**src/rtl/pixel_writer_pkg.sv**
```systemverilog
// Shared GPU constants for the pixel output path.
// Holds the default screen geometry, the frame pixel count, the framebuffer address width,
// the RGB555 field layout, the pipeline stage payload types and the 5-to-8 bit colour
// expansion helper.
package pixel_writer_pkg;

    localparam int unsigned SCREEN_W_DEF  = 160;
    localparam int unsigned SCREEN_H_DEF  = 144;
    localparam int unsigned FRAME_PIXELS  = SCREEN_W_DEF * SCREEN_H_DEF;
    localparam int unsigned FB_ADDR_W     = 15;
    localparam int unsigned FB_DATA_W     = 24;

    // RGB555 layout: {unused, B[14:10], G[9:5], R[4:0]}
    localparam int unsigned RGB555_FIELD_W = 5;
    localparam int unsigned RGB555_R_LSB   = 0;
    localparam int unsigned RGB555_G_LSB   = 5;
    localparam int unsigned RGB555_B_LSB   = 10;

    // S1 payload: raw selected colour plus its framebuffer position.
    typedef struct packed {
        logic [15:0]          color;
        logic [FB_ADDR_W-1:0] addr;
        logic                 last;
    } s1_entry_t;

    // S2 payload: expanded colour ready for the framebuffer.
    typedef struct packed {
        logic [FB_DATA_W-1:0] data;
        logic [FB_ADDR_W-1:0] addr;
        logic                 last;
    } s2_entry_t;

    // Bit replication keeps full-scale at full-scale (0x1F -> 0xFF) and zero at zero.
    function automatic logic [7:0] expand5to8(input logic [4:0] x);
        return {x, x[4:2]};
    endfunction

endpackage

```
**src/rtl/rgb555_to_rgb888.sv**
```systemverilog
// Combinational RGB555 to RGB888 colour expansion.
// Ports:
//   color_i  RGB555 colour, bit 15 ignored
//   rgb_o    {R8, G8, B8}
module rgb555_to_rgb888
    import pixel_writer_pkg::*;
(
    input  logic [15:0]          color_i,
    output logic [FB_DATA_W-1:0] rgb_o
);

    logic [RGB555_FIELD_W-1:0] r5;
    logic [RGB555_FIELD_W-1:0] g5;
    logic [RGB555_FIELD_W-1:0] b5;
    logic                      unused_msb;

    assign r5         = color_i[RGB555_R_LSB +: RGB555_FIELD_W];
    assign g5         = color_i[RGB555_G_LSB +: RGB555_FIELD_W];
    assign b5         = color_i[RGB555_B_LSB +: RGB555_FIELD_W];
    assign unused_msb = color_i[15];

    assign rgb_o = {expand5to8(r5), expand5to8(g5), expand5to8(b5)};

endmodule

```
**src/rtl/pixel_writer.sv**
```systemverilog
// Pixel writer: takes mixed PPU pixels, looks up their colour, expands RGB555 to RGB888 and
// writes them to a linear framebuffer through a two-stage valid/ready pipeline.
// Ports:
//   I_CLK, I_RESET                      clock, synchronous active-high reset
//   I_PIX_VALID/O_PIX_READY             pixel handshake from the mixer
//   I_PIX_IS_SPR, I_PIX_PAL, I_PIX_IDX  pixel palette source, palette and colour index
//   I_FRAME_START                       restart the framebuffer address at 0
//   O_BGPAL_*/I_BGPAL_COLOR             background palette lookup (combinational return)
//   O_SPRPAL_*/I_SPRPAL_COLOR           sprite palette lookup (combinational return)
//   O_FB_WE/I_FB_READY                  framebuffer write handshake
//   O_FB_ADDR, O_FB_DATA                write address y*SCREEN_W+x and {R8,G8,B8}
//   O_FRAME_DONE                        pulse when the last pixel of a frame is written
module pixel_writer
    import pixel_writer_pkg::*;
#(
    parameter int unsigned SCREEN_W = SCREEN_W_DEF,
    parameter int unsigned SCREEN_H = SCREEN_H_DEF
) (
    input  logic                 I_CLK,
    input  logic                 I_RESET,
    input  logic                 I_PIX_VALID,
    output logic                 O_PIX_READY,
    input  logic                 I_PIX_IS_SPR,
    input  logic [2:0]           I_PIX_PAL,
    input  logic [1:0]           I_PIX_IDX,
    input  logic                 I_FRAME_START,
    output logic [2:0]           O_BGPAL_SEL,
    output logic [1:0]           O_BGPAL_INDEX,
    input  logic [15:0]          I_BGPAL_COLOR,
    output logic [2:0]           O_SPRPAL_SEL,
    output logic [1:0]           O_SPRPAL_INDEX,
    input  logic [15:0]          I_SPRPAL_COLOR,
    output logic                 O_FB_WE,
    input  logic                 I_FB_READY,
    output logic [FB_ADDR_W-1:0] O_FB_ADDR,
    output logic [FB_DATA_W-1:0] O_FB_DATA,
    output logic                 O_FRAME_DONE
);

    localparam logic [FB_ADDR_W-1:0] LAST_ADDR = FB_ADDR_W'(SCREEN_W * SCREEN_H - 1);

    s1_entry_t            s1_q, s1_d;
    s2_entry_t            s2_q, s2_d;
    logic                 s1_valid_q, s1_valid_d;
    logic                 s2_valid_q, s2_valid_d;
    logic [FB_ADDR_W-1:0] addr_cnt_q, addr_cnt_d;

    logic                 s2_ready;
    logic                 s1_move;
    logic                 pix_accept;
    logic [15:0]          sel_color;
    logic [FB_ADDR_W-1:0] addr_base;
    logic [FB_DATA_W-1:0] s1_rgb;

    // Both lookups see the same palette/index; the source flag only picks the returned colour.
    assign O_BGPAL_SEL    = I_PIX_PAL;
    assign O_BGPAL_INDEX  = I_PIX_IDX;
    assign O_SPRPAL_SEL   = I_PIX_PAL;
    assign O_SPRPAL_INDEX = I_PIX_IDX;
    assign sel_color      = I_PIX_IS_SPR ? I_SPRPAL_COLOR : I_BGPAL_COLOR;

    // Ready depends only on stage state and I_FB_READY, never on I_PIX_VALID.
    assign s2_ready    = ~s2_valid_q | I_FB_READY;
    assign s1_move     = s1_valid_q & s2_ready;
    assign O_PIX_READY = ~s1_valid_q | s1_move;
    assign pix_accept  = I_PIX_VALID & O_PIX_READY;

    // A frame start applies to the pixel accepted in the same cycle.
    assign addr_base = I_FRAME_START ? '0 : addr_cnt_q;

    rgb555_to_rgb888 u_rgb555_to_rgb888 (
        .color_i (s1_q.color),
        .rgb_o   (s1_rgb)
    );

    always_comb begin
        addr_cnt_d = addr_cnt_q;
        s1_d       = s1_q;
        s1_valid_d = s1_valid_q;
        s2_d       = s2_q;
        s2_valid_d = s2_valid_q;

        if (pix_accept) begin
            addr_cnt_d = (addr_base == LAST_ADDR) ? '0 : addr_base + FB_ADDR_W'(1);
        end else if (I_FRAME_START) begin
            addr_cnt_d = '0;
        end

        if (pix_accept) begin
            s1_valid_d = 1'b1;
            s1_d.color = sel_color;
            s1_d.addr  = addr_base;
            s1_d.last  = (addr_base == LAST_ADDR);
        end else if (s1_move) begin
            s1_valid_d = 1'b0;
        end

        // Payload only updates when a pixel moves in, so idle outputs keep the last write.
        if (s2_ready) begin
            s2_valid_d = s1_valid_q;
            if (s1_valid_q) begin
                s2_d.data = s1_rgb;
                s2_d.addr = s1_q.addr;
                s2_d.last = s1_q.last;
            end
        end
    end

    always_ff @(posedge I_CLK) begin
        if (I_RESET) begin
            addr_cnt_q <= '0;
            s1_q       <= '0;
            s1_valid_q <= 1'b0;
            s2_q       <= '0;
            s2_valid_q <= 1'b0;
        end else begin
            addr_cnt_q <= addr_cnt_d;
            s1_q       <= s1_d;
            s1_valid_q <= s1_valid_d;
            s2_q       <= s2_d;
            s2_valid_q <= s2_valid_d;
        end
    end

    assign O_FB_WE      = s2_valid_q;
    assign O_FB_ADDR    = s2_q.addr;
    assign O_FB_DATA    = s2_q.data;
    assign O_FRAME_DONE = s2_valid_q & s2_q.last & I_FB_READY;

endmodule

```
**config.mk**
```make
export PLATFORM = sky130hd
export DESIGN_NAME = pixel_writer
export DESIGN_NICKNAME = d
export VERILOG_FILES = /design/src/rtl/pixel_writer_pkg.sv /design/src/rtl/rgb555_to_rgb888.sv /design/src/rtl/pixel_writer.sv
export SDC_FILE = /design/constraint.sdc
export NUM_CORES = 1
export LEC_CHECK = 0
export BUFFER_PORTS_ARGS = -buffer_cell sky130_fd_sc_hd__buf_2
export CAP_MARGIN = 5
export CELL_PAD_IN_SITES_DETAIL_PLACEMENT = 0
export CELL_PAD_IN_SITES_GLOBAL_PLACEMENT = 1
export CORE_ASPECT_RATIO = 0.6
export CORE_MARGIN = 4
export CORE_UTILIZATION = 33
export DETAILED_ROUTE_END_ITERATION = 6
export PLACE_DENSITY_LB_ADDON = 0.1
export SLEW_MARGIN = 30
export SYNTH_ARGS = -nofsm -noshare
export SYNTH_HDL_FRONTEND = slang
export SYNTH_SLANG_ARGS = --single-unit
```
**constraint.sdc**
```tcl
create_clock -name I_CLK -period 1.9 [get_ports I_CLK]
set_input_delay 0.095 -clock I_CLK [delete_from_list [all_inputs] [get_ports I_CLK]]
set_output_delay 0.095 -clock I_CLK [all_outputs]
set_load 0.01 [all_outputs]
```
# After elaboration in Yosys (flattened, before gate mapping)
# Cells that the tools add are included.
# totals
output_inout_bits,52
ff_bits,88
in_bits,43
wordCells,27
# op_classes
reduce_logical,2
bitwise_logic,8
muxes,6
addsub,1
eq_ne,1
# op_table
op,count
$mux 15,4
$add 15x1->15 const B,1
$eq 15x15->1 const B,1
$and 1x1->1,4
$mux 1,2
$not 1->1,2
$or 1x1->1,2
$reduce_and 2->1,1
$reduce_bool 2->1,1

# Depth between registers and ports, before layout
# Gate-level depths: netlist (run 1).
# depth
ltp_word,6
mapped_depth,8
mapped_depth_nobuf,6

# By module
# A second synthesis (run 1) with hierarchy kept.
# unflattened
cells_unflattened,501
hier_area_um2,4040.1
# modules_own_cells
mod,n_inst,cells_per_inst,area_per_inst_um2,seq_area_each_um2
pixel_writer,1,477,3860.0,1781.7
rgb555_to_rgb888,1,24,180.2,0.0

# Least setup slack after synthesis (run 1)
# Ideal clock, no wire load.
# synth_path
path_kind,register to register
start,reg addr_cnt_q[0]
end,reg addr_cnt_q[12]
path_slack_ns,0.051
setup_ns,0.086
stages_incl_launch_ff,7
arrival_time_ns,1.763
path_buffers,0
cell_sequence,dfxtp_1 -> nor2b_1 -> ha_1 -> and2_1 -> nand4_4 -> or4_1 -> a211oi_1
# synth_via
elab_chain_cells,4
word_cells_on_any_way,5
cone_classes,add/sub (1); eq/ne (1); mux (3)
# synth_rtl
item,line,text
"start, declared",pixel_writer.sv:46,"logic [FB_ADDR_W-1:0] addr_cnt_q, addr_cnt_d;"
"start signal, assigned",pixel_writer.sv:117,addr_cnt_q <= addr_cnt_d;
$mux 15 *,n/a,
net addr_base[0],pixel_writer.sv:52,logic [FB_ADDR_W-1:0] addr_base;
$add 15x1->15 / $eq 15x15->1 (equally long branches),pixel_writer.sv:84,addr_cnt_d = (addr_base == LAST_ADDR) ? '0 : addr_base + FB_ADDR_W'(1);
$mux 15 *,pixel_writer.sv:84,
$mux 15 *,pixel_writer.sv:83,if (pix_accept) begin
# The timed path passes the listed nets; every way through them passes the cells marked *.
# A chain may end at the register's enable or synchronous reset.

# Final worst setup path (run 1)
# Ends and elaborated chain as after synthesis.

==> results_dict.tcl, run 1 <==
set metrics [dict create \
    syn2layout_area_growth_pct 15.9 \
    drc 0 \
    hpwl_um 5890 \
    viasPerCell 4.63 \
    synth_top_area_share_pct 44.4 \
    grt_pass1_vias 2631 \
    synth_area_leaders "dfxtp_1, buf_4, nand2_1" \
    critPathMaxFanout 4 \
    place_congestion 0.725 \
    initial_core_util_pct 33.7 \
    status "completed" \
    p_leak_nw 1.63 \
    rrSetupSlack_ns 0.06 \
    r2r_cells 6 \
    relSlewSlack_pct 52.8 \
    n_antenna_cell 0 \
    coreArea_um2 10600 \
    worst-endpoint-arrival_ns 2.09 \
    final_util_pct 39.1 \
    synthesis.area_um2 3560 \
    drive_gt1_share_pct 26.6 \
    hold_viol 0 \
    path_class "reg -> reg" \
    max_cap_viol_count 0 \
    cts_tree "built" \
    synth_warnings 0 \
    die_w_um 142 \
    cts_max_level 3 \
    maxSlewViolCount 0 \
    drtAntennaViolNets 0 \
    fin_crit_sh_pct 96.9 \
    p_per_area_nw_per_um2 872 \
    yosysUniqueCellTypes 38 \
    insertion_delay_ns 0.32 \
    hold_depth 3 \
    crit_slowest_cell "or4_4" \
    regToRegEndpoint "addr_cnt_q[12]" \
    finalPower_mw 3.60 \
    final_nets 506 \
    yosysTopAreaCell "dfxtp_1" \
    cts.sinks 79 \
    ctsHoldBuffers 0 \
    ios 95 \
    die-area_um2 12600 \
    synth-edff-count 0 \
    synth_common_cells "nand2_1, dfxtp_1, a21oi_1" \
    setup_viol 0 \
    grt_use_total_pct 13.8 \
    drt_pass1_iterations 4 \
    crit_required_ns 2.15 \
    drt-total-wl_um 8410 \
    clk_pin_slew_worst_paths_ns 0.06 \
    vdd_drop_max_mv 0.439 \
    cts-root-buf "clkbuf_16" \
    ys_ff_latch 79 \
    die_h_um 88.5 \
    fin_skew_ns 0.00406 \
    cp_slowest_stage_delay_ns 0.54 \
    dr_total_vias 2808 \
    start_kind "register" \
    synth_seq_area_share_pct 44.4 \
    whs_endpoint "s1_q[25]" \
    rows 29 \
    post-synth-top-count-cell "nand2_1" \
    path_cells "nor2b_4 > ha_2 > and2_4 > nand4_4 > or4_4 > a211oi_2" \
    hp-class "in -> reg" \
    async_reset_ff_share_pct 0 \
    n_fill_cell 1144 \
    max_freq_mhz 543 \
    cts_buffers 9 \
    hold_start "I_BGPAL_COLOR[9]" \
    post-route-min-period_ns 1.84 \
    clock_path_buffers 2 \
    whs_ns 0.102 \
    r2r-start "addr_cnt_q[0]" \
    wl_per_cell_um 13.9 \
    grt_first_pass_wirelength_um 13700 \
    synthCells 429 \
    postSynthNetCount 473 \
    syn_area_per_cell_um2 8.30 \
    antenna_found_initial 0 \
    synth_ff_type "dfxtp_1" \
    port_buffers 77 \
    grt_overflow 0 \
    grt_start_max_net_pins 67 \
    drt_iter0_markers 176 \
    worstMarginPinSlew_ns 0.708 \
    critPathCaptureType "register" \
]
area by class of cell:
cell class,count,area (um2),area share [%]
clock buffer,13,260,6.31
clock inverter,3,17.5,0.424
multi-input combinational,272,1530,37.1
tap,139,174,4.21
timing repair buffer,97,548,13.3
inverter,3,13.8,0.334
sequential,79,1580,38.4
placed cells by master, fill, tap and decap left out, types with 3 or more instances in the layout:
cell,count
a211oi_1,16
a21oi_1,56
buf_2,77
buf_4,19
clkbuf_16,9
dfxtp_1,78
mux2i_1,15
nand2_1,96
nand2b_1,4
nand3_1,4
nand3b_1,5
nor2_1,17
nor2b_1,6
nor3_1,5
o21ai_0,5
o31ai_1,3
or3_1,8
xnor2_1,6
kinds of logic (layout without fill, tap and decap cells):
family                   count (synthesis)  count (layout)  share of synthesized area, %
flip-flops                              79              79                          44.4
adder cells (fa/ha/maj)                  1               1                         0.351
multiplexers                            15              15                          4.22
XOR/XNOR                                 6               6                          1.48
buffers and inverters                   78             116                          13.7
AND/OR/NAND/NOR                        167             167                          22.6
AO/OA/AOI/OAI                           83              83                          13.2
per-layer routing:
metal / share of wire (%) / vias up / GRT usage (%)
met5: 0 / - / 0
met4: 0.87 / 0 / 4.18
met3: 5.5 / 11 / 4.16
met2: 40 / 53 / 19.5
met1: 53 / 1275 / 20.2
li1: - / 1469 / -
critical path: cells and delay by family, from the launching register on:
kind	cells	cell delay, ns
AO/OA/AOI/OAI	1	0.21
adder cells (fa/ha/maj)	1	0.18
flip-flops	1	0.36
AND/OR/NAND/NOR	4	1.01
state kept, by name, indices dropped and copies added (netlist names):
signal and cells:
O_FB_ADDR 15, O_FB_WE 1, s1_q 31, O_FB_DATA 15, s2_q 1, s1_valid_q 1, addr_cnt_q 15
stage by stage:
stage	worst slack (ns)	cells	TNS [ns]	instance area, um2
floorplan	0.0513	429	0	3560
global placement	0.0685	590	0	3810
detailed placement	-0.0287	590	-0.0287	3810
CTS	0.0124	606	0	4090
global route	-0.0112	606	-0.0177	4130
finish	0.0589	606	0	4130
worst max path at each step:
stage                        startpoint             end  slack (ns)  cells past startpoint
after floorplan           addr_cnt_q[0]  addr_cnt_q[12]        0.05                      6
after global placement    addr_cnt_q[0]  addr_cnt_q[12]        0.07                      6
after detailed placement  addr_cnt_q[0]  addr_cnt_q[12]       -0.03                      6
after CTS                 addr_cnt_q[0]  addr_cnt_q[12]        0.01                      6
after global routing      addr_cnt_q[0]   addr_cnt_q[8]       -0.01                      7
final                     addr_cnt_q[0]  addr_cnt_q[12]        0.06                      6
power by group:
part           internal, mW  switching (mW)
Combinational         0.112           0.159
Sequential             1.70          0.0213
Clock                 0.953           0.654
Total                  2.76           0.834
repair_timing:
item	CTS	global route
setup endpoints to repair	1	14
buffers inserted	0	0
gates resized for setup	2	9
(Power assumes the default switching activity.)
==> run 2: changes to the inputs <==
--- a/config.mk
+++ b/config.mk
@@ -13,7 +13,7 @@
 export CORE_MARGIN = 4
 export CORE_UTILIZATION = 33
 export DETAILED_ROUTE_END_ITERATION = 6
-export PLACE_DENSITY_LB_ADDON = 0.1
+export PLACE_DENSITY_LB_ADDON = 0.2
 export SLEW_MARGIN = 30
 export SYNTH_ARGS = -nofsm -noshare
 export SYNTH_HDL_FRONTEND = slang
==> results_dict.tcl, run 2 (synthesized netlist as in run 1, its figures left out) <==
set metrics [dict create \
    antenna_found_initial 0 \
    drt-total-wl_um 8430 \
    insertion_delay_ns 0.33 \
    crit_slowest_cell "or4_4" \
    whs_ns 0.0994 \
    max_freq_mhz 540 \
    n_antenna_cell 0 \
    final_nets 505 \
    critPathMaxFanout 7 \
    hold_depth 3 \
    cts_buffers 9 \
    status "completed" \
    seqPwrFrac_pct 45.4 \
    hold_start "I_BGPAL_COLOR[10]" \
    cp_slowest_stage_delay_ns 0.55 \
    clk_pin_slew_worst_paths_ns 0.06 \
    hpwl_um 6030 \
    setup_viol 0 \
    cts_max_level 3 \
    syn2layout_area_growth_pct 15.9 \
    worstMarginPinSlew_ns 0.687 \
    dr_total_vias 2803 \
    p_per_area_nw_per_um2 916 \
    coreArea_um2 10600 \
    dpl_cell_area_um2 3790 \
    path_class "reg -> reg" \
    post-route-min-period_ns 1.85 \
    viasPerCell 4.63 \
    cts.sinks 79 \
    rows 29 \
    die_h_um 88.5 \
    grt_overflow 0 \
    critPathCaptureType "register" \
    drt_pass1_iterations 4 \
    final_util_pct 39.1 \
    drt_iter0_markers 124 \
    grt_use_total_pct 13.5 \
    drive_gt1_share_pct 26.4 \
    fin_skew_ns 0.00474 \
    critical_path_buf_inv_count 0 \
    initial_core_util_pct 33.7 \
    multi_input_area_um2 1510 \
    clock_path_buffers 2 \
    relSlewSlack_pct 54.2 \
    cp.depth 6 \
    postCtsSetupRepairBufs 0 \
    whs_endpoint "s1_q[26]" \
    final_common_cell "nand2_1" \
    final_cell_mix "nand2_1, dfxtp_1, buf_2, a21oi_1, buf_4" \
    ios 95 \
    path_cells "nor2b_2 > ha_2 > and2_4 > nand4_4 > or4_4 > a211oi_2" \
    cts_tree "built" \
    largest_reg_flops 31 \
    port_buffers 77 \
    vdd_drop_max_mv 0.497 \
    rrSetupSlack_ns 0.05 \
    setup_ws_ns 0.0490 \
    seq_area_um2 1580 \
    drtAntennaViolNets 0 \
    n_fill_cell 1108 \
    max_cap_viol_count 0 \
    comb_power_share_pct 7.0 \
    max_flop_register "s1_q" \
    drc 0 \
    swShare_pct 22.6 \
    p_int_mw 2.93 \
    post-place-ws_ns 0.0308 \
    start_kind "register" \
    p_leak_nw 1.63 \
    crit_required_ns 2.16 \
    grt_start_max_net_pins 67 \
    r2r-start "addr_cnt_q[1]" \
    hp-class "in -> reg" \
    die_w_um 142 \
    hold_viol 0 \
    grt_pass1_vias 2585 \
    maxSlewViolCount 0 \
    die-area_um2 12600 \
    wl_per_cell_um 13.9 \
    clockPowerShare_pct 47.6 \
    cts-root-buf "clkbuf_16" \
    place_congestion 0.869 \
    grt_first_pass_wirelength_um 13200 \
    r2r_cells 6 \
    stdcell_area_um2 4130 \
    p_switching_uw 853 \
    fin_crit_sh_pct 97.4 \
    regToRegEndpoint "addr_cnt_q[12]" \
    worst-endpoint-arrival_ns 2.11 \
    path_delay_family "simple AND/OR/NAND/NOR gates" \
]
run 2: changes by cell type in the layout (fill, tap and decap cells not counted), sizes merged:
cell / change
bufinv: +1
clkinv: -2
buf: -1
clkbuf: -1
clkinvlp: +2
run 2: timing repair:
item | in CTS | in global routing
endpoints found under the setup margin | 0 | 3
resized for setup | 0 | 6
endpoints found under the hold margin | 0 | 0
hold buffers | 0 | 0
run 2: power by group through the flow:
stage	Sequential (mW)	Combinational, mW	Clock [mW]
CTS	1.72	0.267	1.85
finish	1.72	0.263	1.80
global route	1.72	0.296	1.92
global placement	1.75	0.264	0
detailed placement	1.76	0.266	0
floorplan	1.75	0.200	0
run 2: cell type report:
class | count | share of cell area [%]
multi-input combinational | 272 | 36.6
clock buffer | 12 | 6.46
tap | 139 | 4.21
sequential | 79 | 38.3
inverter | 3 | 0.333
clock inverter | 4 | 1.27
timing repair buffer | 96 | 12.8
run 2: metal layers:
metal / share of wire (%) / global-route usage, % / vias up
li1: - / - / 1464
met1: 53 / 20.2 / 1267
met2: 40 / 18.2 / 58
met3: 5.8 / 4.05 / 14
met4: 1.3 / 4.44 / 0
met5: 0 / 0 / -
run 2: stage by stage:
stage,std cells,power [mW],setup TNS [ns]
3_3_place_gp,589,2.02,0
2_1_floorplan,429,1.95,0
3_5_place_dp,589,2.02,0
6_report,605,3.78,0
5_1_grt,605,3.94,-0.0394
4_1_cts,605,3.84,0
run 2: worst min-delay path: stages:
cell	delay (ns)
buf_2	0.09
mux2i_1	0.11
a211oi_1	0.08
run 2: how the worst max path moves through the flow:
stage / from / to / slack [ns]
floorplan: addr_cnt_q[0] / addr_cnt_q[12] / 0.05
global placement: addr_cnt_q[0] / addr_cnt_q[12] / 0.08
detailed placement: addr_cnt_q[0] / addr_cnt_q[12] / 0.03
CTS: addr_cnt_q[0] / addr_cnt_q[12] / 0.002
global route: addr_cnt_q[1] / addr_cnt_q[12] / -0.04
finish: addr_cnt_q[1] / addr_cnt_q[12] / 0.05
